$ cat src/rtl/id_stage_hs.sv
// id_stage_hs: decode front-end with 2-entry skid FIFO, load-use stall,
// MEM/WB operand forwarding and a valid/ready output register to EXE.
module id_stage_hs #(
    parameter int XLEN  = 32,
    parameter int RA_W  = 5,
    parameter int CNT_W = 32
) (
    input  logic             clk,
    input  logic             rst_n,
    input  logic             if_valid,
    output logic             if_ready,
    input  logic [XLEN-1:0]  if_pc,
    input  logic [31:0]      if_inst,
    input  logic             flush,
    input  logic             exe_ld_valid,
    input  logic [RA_W-1:0]  exe_ld_rd,
    input  logic             mem_fwd_we,
    input  logic [RA_W-1:0]  mem_fwd_addr,
    input  logic [XLEN-1:0]  mem_fwd_data,
    input  logic             wb_we,
    input  logic [RA_W-1:0]  wb_addr,
    input  logic [XLEN-1:0]  wb_data,
    output logic [RA_W-1:0]  rf_rs1_addr,
    output logic [RA_W-1:0]  rf_rs2_addr,
    input  logic [XLEN-1:0]  rf_rs1_data,
    input  logic [XLEN-1:0]  rf_rs2_data,
    output logic             id_valid,
    input  logic             id_ready,
    output logic [XLEN-1:0]  id_pc,
    output logic [31:0]      id_inst,
    output logic [RA_W-1:0]  id_rd,
    output logic [XLEN-1:0]  id_rs1_data,
    output logic [XLEN-1:0]  id_rs2_data,
    output logic             stall_flag,
    output logic [CNT_W-1:0] stall_cnt,
    output logic [CNT_W-1:0] flush_cnt
);
    localparam logic [6:0] OP_LUI    = 7'b0110111;
    localparam logic [6:0] OP_AUIPC  = 7'b0010111;
    localparam logic [6:0] OP_JAL    = 7'b1101111;
    localparam logic [6:0] OP_OP     = 7'b0110011;
    localparam logic [6:0] OP_STORE  = 7'b0100011;
    localparam logic [6:0] OP_BRANCH = 7'b1100011;
    localparam logic [6:0] OP_LOAD   = 7'b0000011;

    logic [XLEN-1:0] fifo_pc   [2];
    logic [31:0]     fifo_inst [2];
    logic [1:0]      count;
    logic            rd_ptr, wr_ptr;
    logic            head_valid, push, pop, ld;
    logic [31:0]     head_inst;
    logic [6:0]      head_op;
    logic [RA_W-1:0] head_rs1, head_rs2, held_rs1, held_rs2;
    logic            rs1_used, rs2_used, rs1_hz, rs2_hz, id_is_load;
    logic [XLEN-1:0] rs1_res, rs2_res, rs1_snoop, rs2_snoop;

    assign if_ready   = count != 2'd2;
    assign head_valid = count != 2'd0;
    assign head_inst  = fifo_inst[rd_ptr];
    assign head_op    = head_inst[6:0];
    assign head_rs1   = head_inst[15 +: RA_W];
    assign head_rs2   = head_inst[20 +: RA_W];
    assign held_rs1   = id_inst[15 +: RA_W];
    assign held_rs2   = id_inst[20 +: RA_W];
    assign rf_rs1_addr = head_rs1;
    assign rf_rs2_addr = head_rs2;

    assign rs1_used   = !(head_op == OP_LUI || head_op == OP_AUIPC || head_op == OP_JAL);
    assign rs2_used   = head_op == OP_OP || head_op == OP_STORE || head_op == OP_BRANCH;
    assign id_is_load = id_valid && id_inst[6:0] == OP_LOAD;
    // Second term catches a load still in the output register about to hand off to EXE.
    assign rs1_hz = rs1_used && head_rs1 != '0 &&
                    ((exe_ld_valid && exe_ld_rd == head_rs1) || (id_is_load && id_rd == head_rs1));
    assign rs2_hz = rs2_used && head_rs2 != '0 &&
                    ((exe_ld_valid && exe_ld_rd == head_rs2) || (id_is_load && id_rd == head_rs2));
    assign stall_flag = head_valid && (rs1_hz || rs2_hz);

    assign ld   = (!id_valid || id_ready) && head_valid && !stall_flag && !flush;
    assign push = if_valid && if_ready && !flush;
    assign pop  = ld;

    assign rs1_res = head_rs1 == '0 ? '0 :
                     mem_fwd_we && mem_fwd_addr == head_rs1 ? mem_fwd_data :
                     wb_we && wb_addr == head_rs1 ? wb_data : rf_rs1_data;
    assign rs2_res = head_rs2 == '0 ? '0 :
                     mem_fwd_we && mem_fwd_addr == head_rs2 ? mem_fwd_data :
                     wb_we && wb_addr == head_rs2 ? wb_data : rf_rs2_data;
    // A held instruction keeps picking up results that land while EXE is busy.
    assign rs1_snoop = held_rs1 != '0 && mem_fwd_we && mem_fwd_addr == held_rs1 ? mem_fwd_data :
                       held_rs1 != '0 && wb_we && wb_addr == held_rs1 ? wb_data : id_rs1_data;
    assign rs2_snoop = held_rs2 != '0 && mem_fwd_we && mem_fwd_addr == held_rs2 ? mem_fwd_data :
                       held_rs2 != '0 && wb_we && wb_addr == held_rs2 ? wb_data : id_rs2_data;

    always_ff @(posedge clk or negedge rst_n) begin
        if (!rst_n) begin
            count        <= '0;
            rd_ptr       <= 1'b0;
            wr_ptr       <= 1'b0;
            fifo_pc[0]   <= '0;
            fifo_pc[1]   <= '0;
            fifo_inst[0] <= '0;
            fifo_inst[1] <= '0;
        end else if (flush) begin
            count  <= '0;
            rd_ptr <= 1'b0;
            wr_ptr <= 1'b0;
        end else begin
            if (push) begin
                fifo_pc[wr_ptr]   <= if_pc;
                fifo_inst[wr_ptr] <= if_inst;
                wr_ptr            <= !wr_ptr;
            end
            if (pop) rd_ptr <= !rd_ptr;
            count <= count + 2'(push) - 2'(pop);
        end
    end

    always_ff @(posedge clk or negedge rst_n) begin
        if (!rst_n) begin
            id_valid    <= 1'b0;
            id_pc       <= '0;
            id_inst     <= '0;
            id_rd       <= '0;
            id_rs1_data <= '0;
            id_rs2_data <= '0;
        end else if (flush) begin
            id_valid <= 1'b0;
        end else if (ld) begin
            id_valid    <= 1'b1;
            id_pc       <= fifo_pc[rd_ptr];
            id_inst     <= head_inst;
            id_rd       <= head_inst[7 +: RA_W];
            id_rs1_data <= rs1_res;
            id_rs2_data <= rs2_res;
        end else if (id_ready) begin
            id_valid <= 1'b0;
        end else if (id_valid) begin
            id_rs1_data <= rs1_snoop;
            id_rs2_data <= rs2_snoop;
        end
    end

    always_ff @(posedge clk or negedge rst_n) begin
        if (!rst_n) begin
            stall_cnt <= '0;
            flush_cnt <= '0;
        end else begin
            stall_cnt <= stall_cnt + CNT_W'(stall_flag && !(&stall_cnt));
            flush_cnt <= flush_cnt + CNT_W'(flush && !(&flush_cnt));
        end
    end
endmodule
$ cat config.mk
export PLATFORM = sky130hd
export DESIGN_NAME = id_stage_hs
export DESIGN_NICKNAME = d
export VERILOG_FILES = /design/src/rtl/id_stage_hs.sv
export SDC_FILE = /design/constraint.sdc
export NUM_CORES = 1
export LEC_CHECK = 0
export BUFFER_PORTS_ARGS = -buffer_cell sky130_fd_sc_hd__buf_2
export CORE_ASPECT_RATIO = 0.9
export CORE_UTILIZATION = 49
export DETAILED_ROUTE_END_ITERATION = 7
export PLACE_DENSITY = 0.77
export SYNTH_ARGS = -nofsm -noshare
export SYNTH_HDL_FRONTEND = slang
export SYNTH_SLANG_ARGS = --single-unit
export TNS_END_PERCENT = 30
$ cat constraint.sdc
create_clock -name clk -period 4.18 [get_ports clk]
set_clock_uncertainty 0.15 [all_clocks]
set_input_delay 0.209 -clock clk [delete_from_list [all_inputs] [get_ports clk]]
set_output_delay 0.209 -clock clk [all_outputs]
set_load 0.02 [all_outputs]
# After elaboration in Yosys (flattened, before gate mapping)
# Cells that the tools add are included.
[op_classes]
addsub = 4
multipliers = 0
div_mod_pow = 0
order_cmp = 3
eq_ne = 21
shift = 0
n_mux = 34
bitwise = 3
reduce_logical = 65
[op_table]
columns = ["operator", "count"]
rows = [
  ["32-bit 2-to-1 mux", 23],
  ["64-bit bitwise mux", 2],
  ["32-bit by 1-bit adder with 32-bit output", 2],
  ["32-bit AND reduction", 2],
  ["5-bit equality test", 12],
  ["32-bit demux with 1-bit select", 1],
  ["1-bit logical AND", 30],
  ["7-bit by 6-bit equality test with 1-bit output (second input constant)", 3],
  ["5-bit nonzero test", 4],
  ["7-bit equality test (second input constant)", 2],
  ["5-bit logical NOT", 2],
  ["3-bit nonzero test", 3],
  ["1-bit logical NOT", 8],
  ["1-bit logical OR", 8],
  ["4-bit AND reduction", 2],
  ["2-bit nonzero test", 4],
  ["7-bit by 2-bit equality test with 1-bit output (second input constant)", 1],
  ["7-bit by 5-bit equality test with 1-bit output (second input constant)", 1],
  ["1-bit 2-to-1 mux", 7],
  ["2-bit greater-or-equal comparator (second input constant)", 2],
  ["1-bit inverter with 2-bit output", 2],
  ["2-bit AND reduction", 2],
  ["2-bit by 1-bit adder with 2-bit output", 1],
  ["2-bit by 1-bit less-than comparator with 1-bit output (second input constant)", 1],
  ["other kinds (5)", 5],
]
[word_totals]
regBits = 330
latchBits = 0
mem_bits_rw = 0
mem_bits_ro = 0
inputBits = 215
output_inout_bits = 210
word_cells = 145
mem_count = 0

# Depth between registers and ports, before layout
# Gate-level depths: netlist (run 1).
[logic_depth]
word_depth = 17
depth_mapped = 18
depth_no_buf = 15

# Worst setup path before layout (run 1)
# Ideal clock, no wire load.
[synth_path]
path_kind = "reg2reg"
startpoint = "reg rd_ptr"
endpoint = "reg stall_cnt[28]"
setup_ps = 132
t_arrival_ps = 4116
required_ps = 3898
path_slack_ps = -217
stages_incl_launch_ff = 19
path_buffers = 3
period_less_slack_ps = 4397
path_cell_list = "dfrtp_1 > buf_6 > buf_6 > mux2i_4 > inv_2 > xnor2_1 > nand4_1 > or3_1 > a211o_1 > buf_2 > a21oi_1 > o31a_1 > ha_1 > ha_1 > nand3_1 > nor4_1 > and2_1 > nand3_1 > xnor2_1"
[synth_between]
word_cells_on_any_way = 35
classes_between = "add/sub: 1; eq/ne: 10; mux: 3; bitwise: 1; reduce/logical: 20"
[synth_lines]
columns = ["element", "line", "text"]
rows = [
  ["start, declared", "49", "logic rd_ptr, wr_ptr;"],
  ["start signal, assigned", "113", "if (pop) rd_ptr <= !rd_ptr;"],
  ["1-bit inverter with 2-bit output (implied by the code) *", "59", "assign head_inst = fifo_inst[rd_ptr];"],
  ["32-bit 2-to-1 mux (implied by the code) * (3 in series)", "59", ""],
  ["via head_inst[16]", "51", "logic [31:0] head_inst;"],
  ["5-bit equality test", "73", "((exe_ld_valid && exe_ld_rd == head_rs1) || (id_is_load && id_rd == head_rs1));"],
  ["1-bit logical AND", "73", ""],
  ["1-bit logical OR", "73", ""],
  ["1-bit logical AND *", "72", "assign rs1_hz = rs1_used && head_rs1 != '0 &&"],
  ["1-bit logical OR *", "76", "assign stall_flag = head_valid && (rs1_hz || rs2_hz);"],
  ["1-bit logical AND *", "76", ""],
  ["via stall_flag", "34", "output logic stall_flag,"],
  ["1-bit logical AND *", "148", "stall_cnt <= stall_cnt + CNT_W'(stall_flag && !(&stall_cnt));"],
  ["32-bit by 1-bit adder with 32-bit output *", "148", ""],
  ["end signal, assigned", "148", ""],
  ["end, declared", "35", "output logic [CNT_W-1:0] stall_cnt,"],
]
# The timed path passes the listed nets; every way through them passes the cells marked *. The select of a mux whose other input is x is not followed.
# A chain may end at the register's enable or synchronous reset.

# Worst setup path in the final report (run 1)
[layout_path]
startpoint = "reg rd_ptr"
endpoint = "reg stall_cnt[28]"
[layout_between]
elab_chain_cells = 14
word_cells_on_any_way = 35
classes_between = "add/sub: 1; eq/ne: 10; mux: 3; bitwise: 1; reduce/logical: 20"
[layout_lines]
columns = ["element", "line", "text"]
rows = [
  ["1-bit inverter with 2-bit output (implied by the code) *", "59", ""],
  ["32-bit 2-to-1 mux (implied by the code) * (3 in series)", "59", ""],
  ["7-bit by 6-bit equality test with 1-bit output or 7-bit by 5-bit equality test with 1-bit output (tied branches)", "68", "assign rs1_used = !(head_op == OP_LUI || head_op == OP_AUIPC || head_op == OP_JAL);"],
  ["1-bit logical OR (2 in series)", "68", ""],
  ["1-bit logical NOT", "68", ""],
  ["1-bit logical AND (2 in series)", "72", ""],
  ["1-bit logical OR *", "76", ""],
  ["1-bit logical AND *", "76", ""],
  ["1-bit logical AND *", "148", ""],
  ["32-bit by 1-bit adder with 32-bit output *", "148", ""],
]
# Mark *: on every way between the ends. The rest lies on a longest branch, timed or not. The select of a mux whose other input is x is not followed.

==> reports/summary.txt, run 1 <==
Status: finished clean
Drt wl/cell: 21.4 um
Post-synth EDFFs: 0
Grt met1 use: 0.364
Clock sinks: 325
Static leakage: 0.0107 uW
Comb pwr share: 0.433
CTS Buf Count: 36
Top Ports: 425
Hpwl dp: 34.9 mm
Yosys reg bits: 325
Worst Tran Pin Value: 0.917 ns
Max FO, Critical Path: 6
Synthesized cell area: 17,200 um2
Synth top area cells: dfrtp_1, mux2_2, mux2i_1, xnor2_1, a221oi_2
Largest net degree at the start of global routing: 114
Met3 usage: 0.0702
Finished Layout Cells: 2,534
Max Slew Vio Count: 0
CP required: 4.44 ns
Yosys top cell area share: 0.472
Pint: 9210 uW
Seq/Total Area, Yosys: 0.472
Critical path class: register to register
Seq. cell area: 8140 um2
Maxcap violations: 0
Post-Place Cells: 2,323
Max VDD drop: 0.473 mV
FFs w/ async S/R, synth: 1.00
Detailed Routing Iterations Pass 1: 5
Horiz. Die Dim: 200 um
DRC viols: 0
Power density cells: 679 nW/um2
Sw Ratio: 0.395
Synthesized area per cell: 11.3 um2
CTS H-tree depth: 2
Gr ovfl total: 0
Hold Crit Class: primary input to register
Max frequency: 251 MHz
Top_reg_cell synth: dfrtp_1
Worst setup SP type: register
Worst skew pair latency: 0.53 ns
Seq pwr share: 0.353
Worst Path Arrival: 4.24 ns
Multi-input gate area in the final layout: 8330 um2
Finished Core Util: 0.654
Crit end category: register
Max-slew headroom: 0.389
Max clock buf depth: 3
Tmin final: 3.98 ns
Final nets: 2,257
Die Y: 180 um
Initial cell density of the core: 0.503
Placer Congestion: 0.876
Root Buffer: clkbuf_16
Grt met2 use: 0.482
Yosys warning count: 0
NetSw: 6000 uW
Initial DRC Count: 923
Fill cell total of the finished layout: 2,630
Syn nets: 1,748
Synth cell types: 48
WL final: 54.2 mm
Tcrit/Tclk final: 0.952
Count leader, synth: dfrtp_1
Area Overhead vs Synth: 30.0%
Die ar.: 35,900 um2
Commonest cells in the netlist: dfrtp_1, mux2_2, mux2i_1
Clock network fraction of total power: 0.214
Vias in the first global route: 14,700
Worst-path clk slew: 0.06 ns
# setup viols final: 0
Routed Antenna Nets: 0
First-pass GRT wire length: 82.6 mm
Fin. Hold Viols: 0
Port bufs: 424
Via count: 14,500
GRT Overall Usage: 0.292
Core area: 34,300 um2
Yosys top cell by area: dfrtp_1
Row count: 64
Initial antenna violation count: 10
GR peak layer: met2
Share of cells above drive strength 1: 0.356
Vias per cell: 5.72
CTS tree: done
Syn Inst Count: 1,527
[area by class of cell]
cell class | instances | share of cell area
well taps | 462 | 0.0258
clock inverters | 14 | 0.00692
inverters | 81 | 0.0136
flip-flops and latches | 325 | 0.363
repair buffers | 593 | 0.171
multi-input cells | 999 | 0.372
clock buffers | 50 | 0.0471
diodes | 10 | 0.00112
[what timing repair did]
item                       in CTS  in global routing
hold buffers                  131                  0
hold endpoints to repair      306                  0
setup endpoints to repair       0                 87
setup buffers                   0                  6
gates resized for setup         0                  8
[cells in the final DEF, fill, tap and decap left out, types with 10 or more instances in the layout]
cell,instances
nand3_1,26
xnor2_1,94
nand4_1,23
mux2_1,12
nor2b_1,67
a221oi_2,47
buf_2,423
dlygate4sd3_1,131
mux2_2,130
nand2_1,26
a21oi_1,54
nor4_1,10
diode_2,10
clkbuf_16,37
a211oi_1,65
xor2_1,29
mux2i_1,119
a221oi_1,17
a211o_1,64
inv_1,76
dfrtp_1,324
nor2_1,88
buf_4,29
a31oi_1,54
[cells by family after synthesis]
family	after synthesis	share of synthesized area
DFF	325	0.472
AOI/OAI and AO/OA	313	0.152
and+or+nand+nor	288	0.0862
muxes	269	0.171
buffers and inverters	203	0.0531
xor gates and xnor gates	123	0.0625
adders and majority gates	6	0.00435
[flip-flops by register name (all words and copies together), names as in the netlist, 2 cells and up]
signal       flops
id_rs2_data     32
fifo_inst       64
fifo_pc         64
id_pc           32
flush_cnt       32
stall_cnt       32
id_inst         32
count            2
id_rs1_data     32
[worst max-delay path: stages (launching register included)]
cell     delay, ns
dfrtp_4       0.53
buf_4         0.19
mux2i_4       0.19
inv_1         0.14
xnor2_1       0.14
nand4_1       0.12
or3_1         0.35
a211o_2       0.38
a21oi_2       0.24
o31a_1        0.17
ha_1          0.21
ha_1          0.20
nand3_1       0.17
nor4_4        0.24
and2_4        0.22
nand3_1       0.09
xnor2_1       0.14
[per-stage QoR]
| step | instance area (um2) | setup TNS [ns] | total power [uW] | hold slack [ns] | worst slack, ns |
|---|---|---|---|---|---|
| after floorplan | 17200 | 0 | 9760 | -0.237 | 0.0826 |
| after global placement | 19800 | 0 | 11500 | 0.182 | 0.131 |
| after detailed placement | 19800 | 0 | 11700 | 0.192 | 0.0361 |
| after CTS | 22300 | 0 | 15100 | 0.000414 | 0.0190 |
| after global routing | 22400 | -0.0287 | 16000 | 0.00917 | -0.0222 |
| final | 22400 | 0 | 15200 | 0.0213 | 0.199 |
[power groups by stage]
stage	combinational, uW	clock, uW	sequential (uW)
floorplan	3840	0	5930
global placement	6140	0	5330
detailed placement	6320	0	5390
CTS	6450	3310	5360
global route	7050	3450	5520
finish	6590	3260	5360
[final timing paths]
| path | from | end | slack (ns) | cells after the start |
|---|---|---|---|---|
| worst max-delay path | rd_ptr$_DFFE_PN0P_ | stall_cnt[28]$_DFF_PN0_ | 0.20 | 16 |
| max in group asynchronous | rst_n | fifo_pc[51]$_DFFE_PN0P_ | 2.71 | 3 |
| min in group asynchronous | rst_n | flush_cnt[23]$_DFF_PN0_ | 0.19 | 2 |
| worst min register to register | stall_cnt[19]$_DFF_PN0_ | stall_cnt[19]$_DFF_PN0_ | 0.33 | 1 |
| worst max register to register | rd_ptr$_DFFE_PN0P_ | stall_cnt[28]$_DFF_PN0_ | 0.20 | 16 |
| worst min-delay path | wb_data[18] | id_rs2_data[18]$_DFFE_PN0P_ | 0.02 | 4 |
[metal layers]
metal,vias up,share of wire
li1,6567,-
met1,7179,0.39
met2,610,0.49
met3,139,0.082
met4,4,0.039
met5,-,0.00055
Power figures use the tool's default switching activity.
==> run 2: changes to the inputs <==
==> constraint.sdc (replaced) <==
create_clock -name clk -period 4.18 [get_ports clk]
set_clock_uncertainty 0.15 [all_clocks]
set_input_delay 0.836 -clock clk [delete_from_list [all_inputs] [get_ports clk]]
set_output_delay 0.836 -clock clk [all_outputs]
set_load 0.02 [all_outputs]
==> run 2 against run 1 <==
  * Global-route usage fell by 0.87 points
  * Worst hold slack improved by 0.19 ns
  * Routed wire length fell by 4.6%
  * Fmax rose by 1.4%
  * Die area did not move
  * Non-clock buffer count fell by 128
  * Critical path type is now register to output pin
  * Count of clock-buffer cells in the layout rose by 4
  * Largest power group unchanged
==> reports/summary.txt, run 2 (synthesized netlist as in run 1, its figures left out) <==
Worst skew pair latency: 0.54 ns
Vias per cell: 5.77
Via count: 13,900
Critical path class: register to output pin
Static leakage: 0.0102 uW
CTS H-tree depth: 2
Row count: 64
Power density cells: 718 nW/um2
Met3 usage: 0.0807
Slowest-stage cell, CP: dfrtp_4
Area Overhead vs Synth: 23.3%
Grt met1 use: 0.353
Vias in the first global route: 14,000
Worst setup SP type: register
Die ar.: 35,900 um2
Tmin final: 3.93 ns
Root Buffer: clkbuf_16
Place WS: 0.117 ns
Gr ovfl total: 0
WL final: 51.7 mm
Share of cells above drive strength 1: 0.382
DRC viols: 0
R2r setup slk: 0.27 ns
Drt wl/cell: 21.4 um
Commonest non-fill, non-tap cell in the layout: buf_2
Clock sinks: 325
Crit end category: output pin
Routed Antenna Nets: 0
Die Y: 180 um
Initial DRC Count: 697
Crit path cell chain: buf_12 -> mux2i_4 -> inv_1 -> xnor2_1 -> nand4_1 -> or3_1 -> a211o_2 -> a21oi_4 -> buf_2
Maxcap violations: 0
Worst stage delay on the critical path: 0.50 ns
# setup viols final: 0
Hpwl dp: 35.1 mm
Initial cell density of the core: 0.503
CTS Buf Count: 37
Detailed Routing Iterations Pass 1: 5
Max FO, Critical Path: 8
Port bufs: 424
Final WS setup: 0.253 ns
Status: finished clean
Top Ports: 425
Fin. Hold Viols: 0
CP required: 3.19 ns
First-pass GRT wire length: 79.5 mm
Max Slew Vio Count: 0
Registers with the most flip-flops: fifo_inst: 64 flops, fifo_pc: 64 flops
Finished Layout Cells: 2,413
Placer Congestion: 0.918
GR peak layer: met2
Final nets: 2,130
Worst r2r path cells: 16
Largest net degree at the start of global routing: 107
Setup_tns: 0 ns
Max-slew headroom: 0.239
RSZ-0062 raised after global routing: no
Worst R2R End: stall_cnt[16]$_DFF_PN0_
Hold Crit Class: primary input to asynchronous set/reset pin
Grt met2 use: 0.458
Worst-path clk slew: 0.06 ns
GRT Overall Usage: 0.284
Worst Tran Pin Value: 1.14 ns
Post-Place Cells: 2,328
Finished Core Util: 0.620
Worst Path Arrival: 2.94 ns
Core area: 34,300 um2
Max frequency: 255 MHz
Horiz. Die Dim: 200 um
Tcrit/Tclk final: 0.940
FF-to-FF Start: rd_ptr$_DFFE_PN0P_
Initial antenna violation count: 26
Most frequent cells in the layout: buf_2, dfrtp_1, mux2_2, mux2i_1, xnor2_1
Max VDD drop: 0.503 mV
Max clock buf depth: 3
CTS tree: done
## run 2: cell count changes in the layout (fill, tap and decap cells not counted), sizes merged
cell / delta
bufinv: +1
clkinv: -2
inv: -1
dlygate4sd3: -131
clkbuf: +4
clkinvlp: +2
diode: +3
buf: +3
## run 2: layout make-up
cell class / instances / area, um2
Fill cell: 2832 / 13000
Multi-Input combinational cell: 999 / 8320
Sequential cell: 325 / 8140
Timing Repair Buffer: 465 / 2560
Clock buffer: 54 / 1140
Tap cell: 462 / 578
Inverter: 81 / 304
Clock inverter: 14 / 185
Antenna cell: 13 / 32.5
## run 2: stage by stage
step                      power [uW]  hold slack, ns  area (um2)
after floorplan                 9760           0.324       17200
after global placement         11500           0.323       19800
after detailed placement       11800           0.328       19800
after CTS                      15300           0.251       21200
after global routing           16100           0.247       21300
final                          15300           0.207       21300
## run 2: per-layer routing
metal	vias up	wire length, um	share of wire
met5	-	138	0.0027
met4	20	1700	0.033
met3	124	4410	0.085
met2	562	24900	0.48
met1	6871	20600	0.40
li1	6334	-	-
## run 2: worst max path at each step
| stage | startpoint | cells past startpoint | endpoint | slack (ns) |
|---|---|---|---|---|
| detailed placement | rd_ptr$_DFFE_PN0P_ | 15 | stall_cnt[28]$_DFF_PN0_ | 0.12 |
| global placement | rd_ptr$_DFFE_PN0P_ | 15 | stall_cnt[28]$_DFF_PN0_ | 0.22 |
| global route | rd_ptr$_DFFE_PN0P_ | 16 | stall_cnt[28]$_DFF_PN0_ | 0.01 |
| finish | rd_ptr$_DFFE_PN0P_ | 9 | stall_flag | 0.25 |
| floorplan | rd_ptr$_DFFE_PN0P_ | 18 | stall_cnt[28]$_DFF_PN0_ | 0.08 |
| CTS | rd_ptr$_DFFE_PN0P_ | 8 | stall_flag | 0.03 |
## run 2: power breakdown
group          total, uW  leakage (uW)  switching (uW)  internal [uW]
sequential          5340       0.00386             901           4440
clock               3460      0.000645            1370           2100
combinational       6470       0.00572            3660           2810
## run 2: timing repair
item / in CTS / in global routing
setup buffers: 0 / 4
hold buffers: 0 / 0
resized for setup: 0 / 3
endpoints found under the hold margin: 0 / 0
setup endpoints to repair: 0 / 13
## run 2: critical path: cells and delay by family (launching register included)
kind	cells	cell delay [ns]
buffers and inverters	3	0.48
AOI/OAI and AO/OA	2	0.61
xor gates and xnor gates	1	0.14
DFF	1	0.50
muxes	1	0.23
and+or+nand+nor	2	0.43
==> run 3: changes to the inputs <==
--- a/config.mk
+++ b/config.mk
@@ -6,7 +6,6 @@
 export NUM_CORES = 1
 export LEC_CHECK = 0
 export BUFFER_PORTS_ARGS = -buffer_cell sky130_fd_sc_hd__buf_2
-export CORE_ASPECT_RATIO = 0.9
 export CORE_UTILIZATION = 49
 export DETAILED_ROUTE_END_ITERATION = 7
 export PLACE_DENSITY = 0.77
==> run 3 against run 2 <==
  * Via count rose by 0.36%
  * Count of clock-buffer cells in the layout fell by 5
  * Register-to-register slack got worse by 0.06 ns
  * Critical endpoint unchanged
  * Highest routed layer unchanged
==> reports/summary.txt, run 3 (synthesized netlist as in run 1, its figures left out) <==
Status: finished clean
Initial antenna violation count: 17
Fin. Hold Viols: 0
Die ar.: 35,900 um2
CP Capture Point: stall_flag
CTS Buf Count: 37
Crit end category: output pin
Maxcap violations: 0
Worst R2R End: stall_cnt[29]$_DFF_PN0_
Final nets: 2,135
Hpwl dp: 35.1 mm
Core area: 34,500 um2
Tmin final: 4.00 ns
Max VDD drop: 0.526 mV
Initial cell density of the core: 0.499
Registers with the most flip-flops: fifo_inst: 64 flops, fifo_pc: 64 flops
Via count: 14,000
Vias in the first global route: 14,000
# setup viols final: 0
Top Ports: 425
First-pass GRT wire length: 79.1 mm
Worst setup path startpoint: rd_ptr$_DFFE_PN0P_
Max Slew Vio Count: 0
Worst Tran Pin Value: 0.991 ns
Most frequent cells in the layout: buf_2, dfrtp_1, mux2_2, mux2i_1, xnor2_1
Hold Crit Class: primary input to asynchronous set/reset pin
Finished Core Util: 0.613
Tcrit/Tclk final: 0.958
Area Overhead vs Synth: 22.9%
Largest net degree at the start of global routing: 114
Share of cells above drive strength 1: 0.382
CTS H-tree depth: 2
Gr ovfl total: 0
Max clock buf depth: 3
Placer Congestion: 0.909
Worst setup SP type: register
Placed inst area: 19,800 um2
Routed Antenna Nets: 0
Commonest non-fill, non-tap cell in the layout: buf_2
Critical path class: register to output pin
Max frequency: 250 MHz
Port bufs: 424
GRT Overall Usage: 0.281
Clock sinks: 325
WL final: 51.6 mm
Final Power: 15,100 uW
Detailed Routing Iterations Pass 1: 5
CTS tree: done
DRC viols: 0
Fill cell total of the finished layout: 2,810
Drt wl/cell: 21.5 um
CP required: 3.19 ns
R2r setup slk: 0.21 ns
Worst r2r path cells: 16
Hold_buf cts: 0
Root Buffer: clkbuf_16
Static leakage: 0.0102 uW
Worst-path clk slew: 0.06 ns
Die Y: 190 um
Post-route design area: 21,200 um2
Power density cells: 714 nW/um2
Worst skew pair latency: 0.53 ns
Row count: 68
Setup_tns: 0 ns
Horiz. Die Dim: 190 um
Max-slew headroom: 0.339
Max FO, Critical Path: 6
Vias per cell: 5.80
FF-to-FF Start: rd_ptr$_DFFE_PN0P_
Worst Path Arrival: 3.02 ns
Initial DRC Count: 680
## run 3: worst max-delay path, cell delays in order (launching register included)
cell and delay (ns):
dfrtp_4 0.54, buf_4 0.17, mux2i_4 0.23, inv_2 0.10, xnor2_1 0.19, nand4_1 0.13, or3_1 0.34, a211o_2 0.38
a21oi_4 0.20, buf_2 0.21
## run 3: per-stage QoR
step                      worst slack (ns)  cells  hold slack (ns)
after global placement               0.134   2321            0.318
after CTS                           0.0165   2385            0.136
final                                0.177   2405            0.114
after floorplan                     0.0826   1527            0.324
after global routing               -0.0211   2401            0.143
after detailed placement            0.0167   2321            0.322
## run 3: area by class of cell
type | instances | area (um2) | area share
Sequential cell | 325 | 8140 | 0.384
Timing Repair Buffer | 470 | 2610 | 0.123
Tap cell | 455 | 569 | 0.0269
Inverter | 81 | 304 | 0.0144
Clock inverter | 15 | 189 | 0.00892
Clock buffer | 49 | 1020 | 0.0483
Multi-Input combinational cell | 999 | 8320 | 0.393
Antenna cell | 11 | 27.5 | 0.00130
## run 3: power breakdown
group	total (uW)	internal [uW]	switching, uW	leakage, uW
clock network	3250	1920	1330	0.000590
registers	5340	4440	900	0.00386
logic	6520	2840	3690	0.00573
## run 3: worst min-delay path by stage
stage          depth (start not counted)                        to  slack, ns
2_1_floorplan                          1  fifo_inst[4]$_DFFE_PN0P_       0.32
3_3_place_gp                           1   stall_cnt[19]$_DFF_PN0_       0.32
3_5_place_dp                           1   stall_cnt[23]$_DFF_PN0_       0.32
4_1_cts                                1   flush_cnt[28]$_DFF_PN0_       0.14
5_1_grt                                1   flush_cnt[28]$_DFF_PN0_       0.14
6_report                               1   flush_cnt[27]$_DFF_PN0_       0.11
## run 3: what timing repair did
item / CTS / global route
cloned: 0 / 0
setup buffers: 0 / 9
endpoints found under the setup margin: 3 / 18
resized for setup: 1 / 5
## run 3: per-layer routing
layer  routed length (um)  part of all wire  track usage  up-vias
met5                   69            0.0013            0        -
met4                 1630             0.032        0.106       12
met3                 4290             0.083       0.0701      114
met2                25400              0.49        0.476      541
met1                20200              0.39        0.344     6958
li1                     -                 -            -     6336
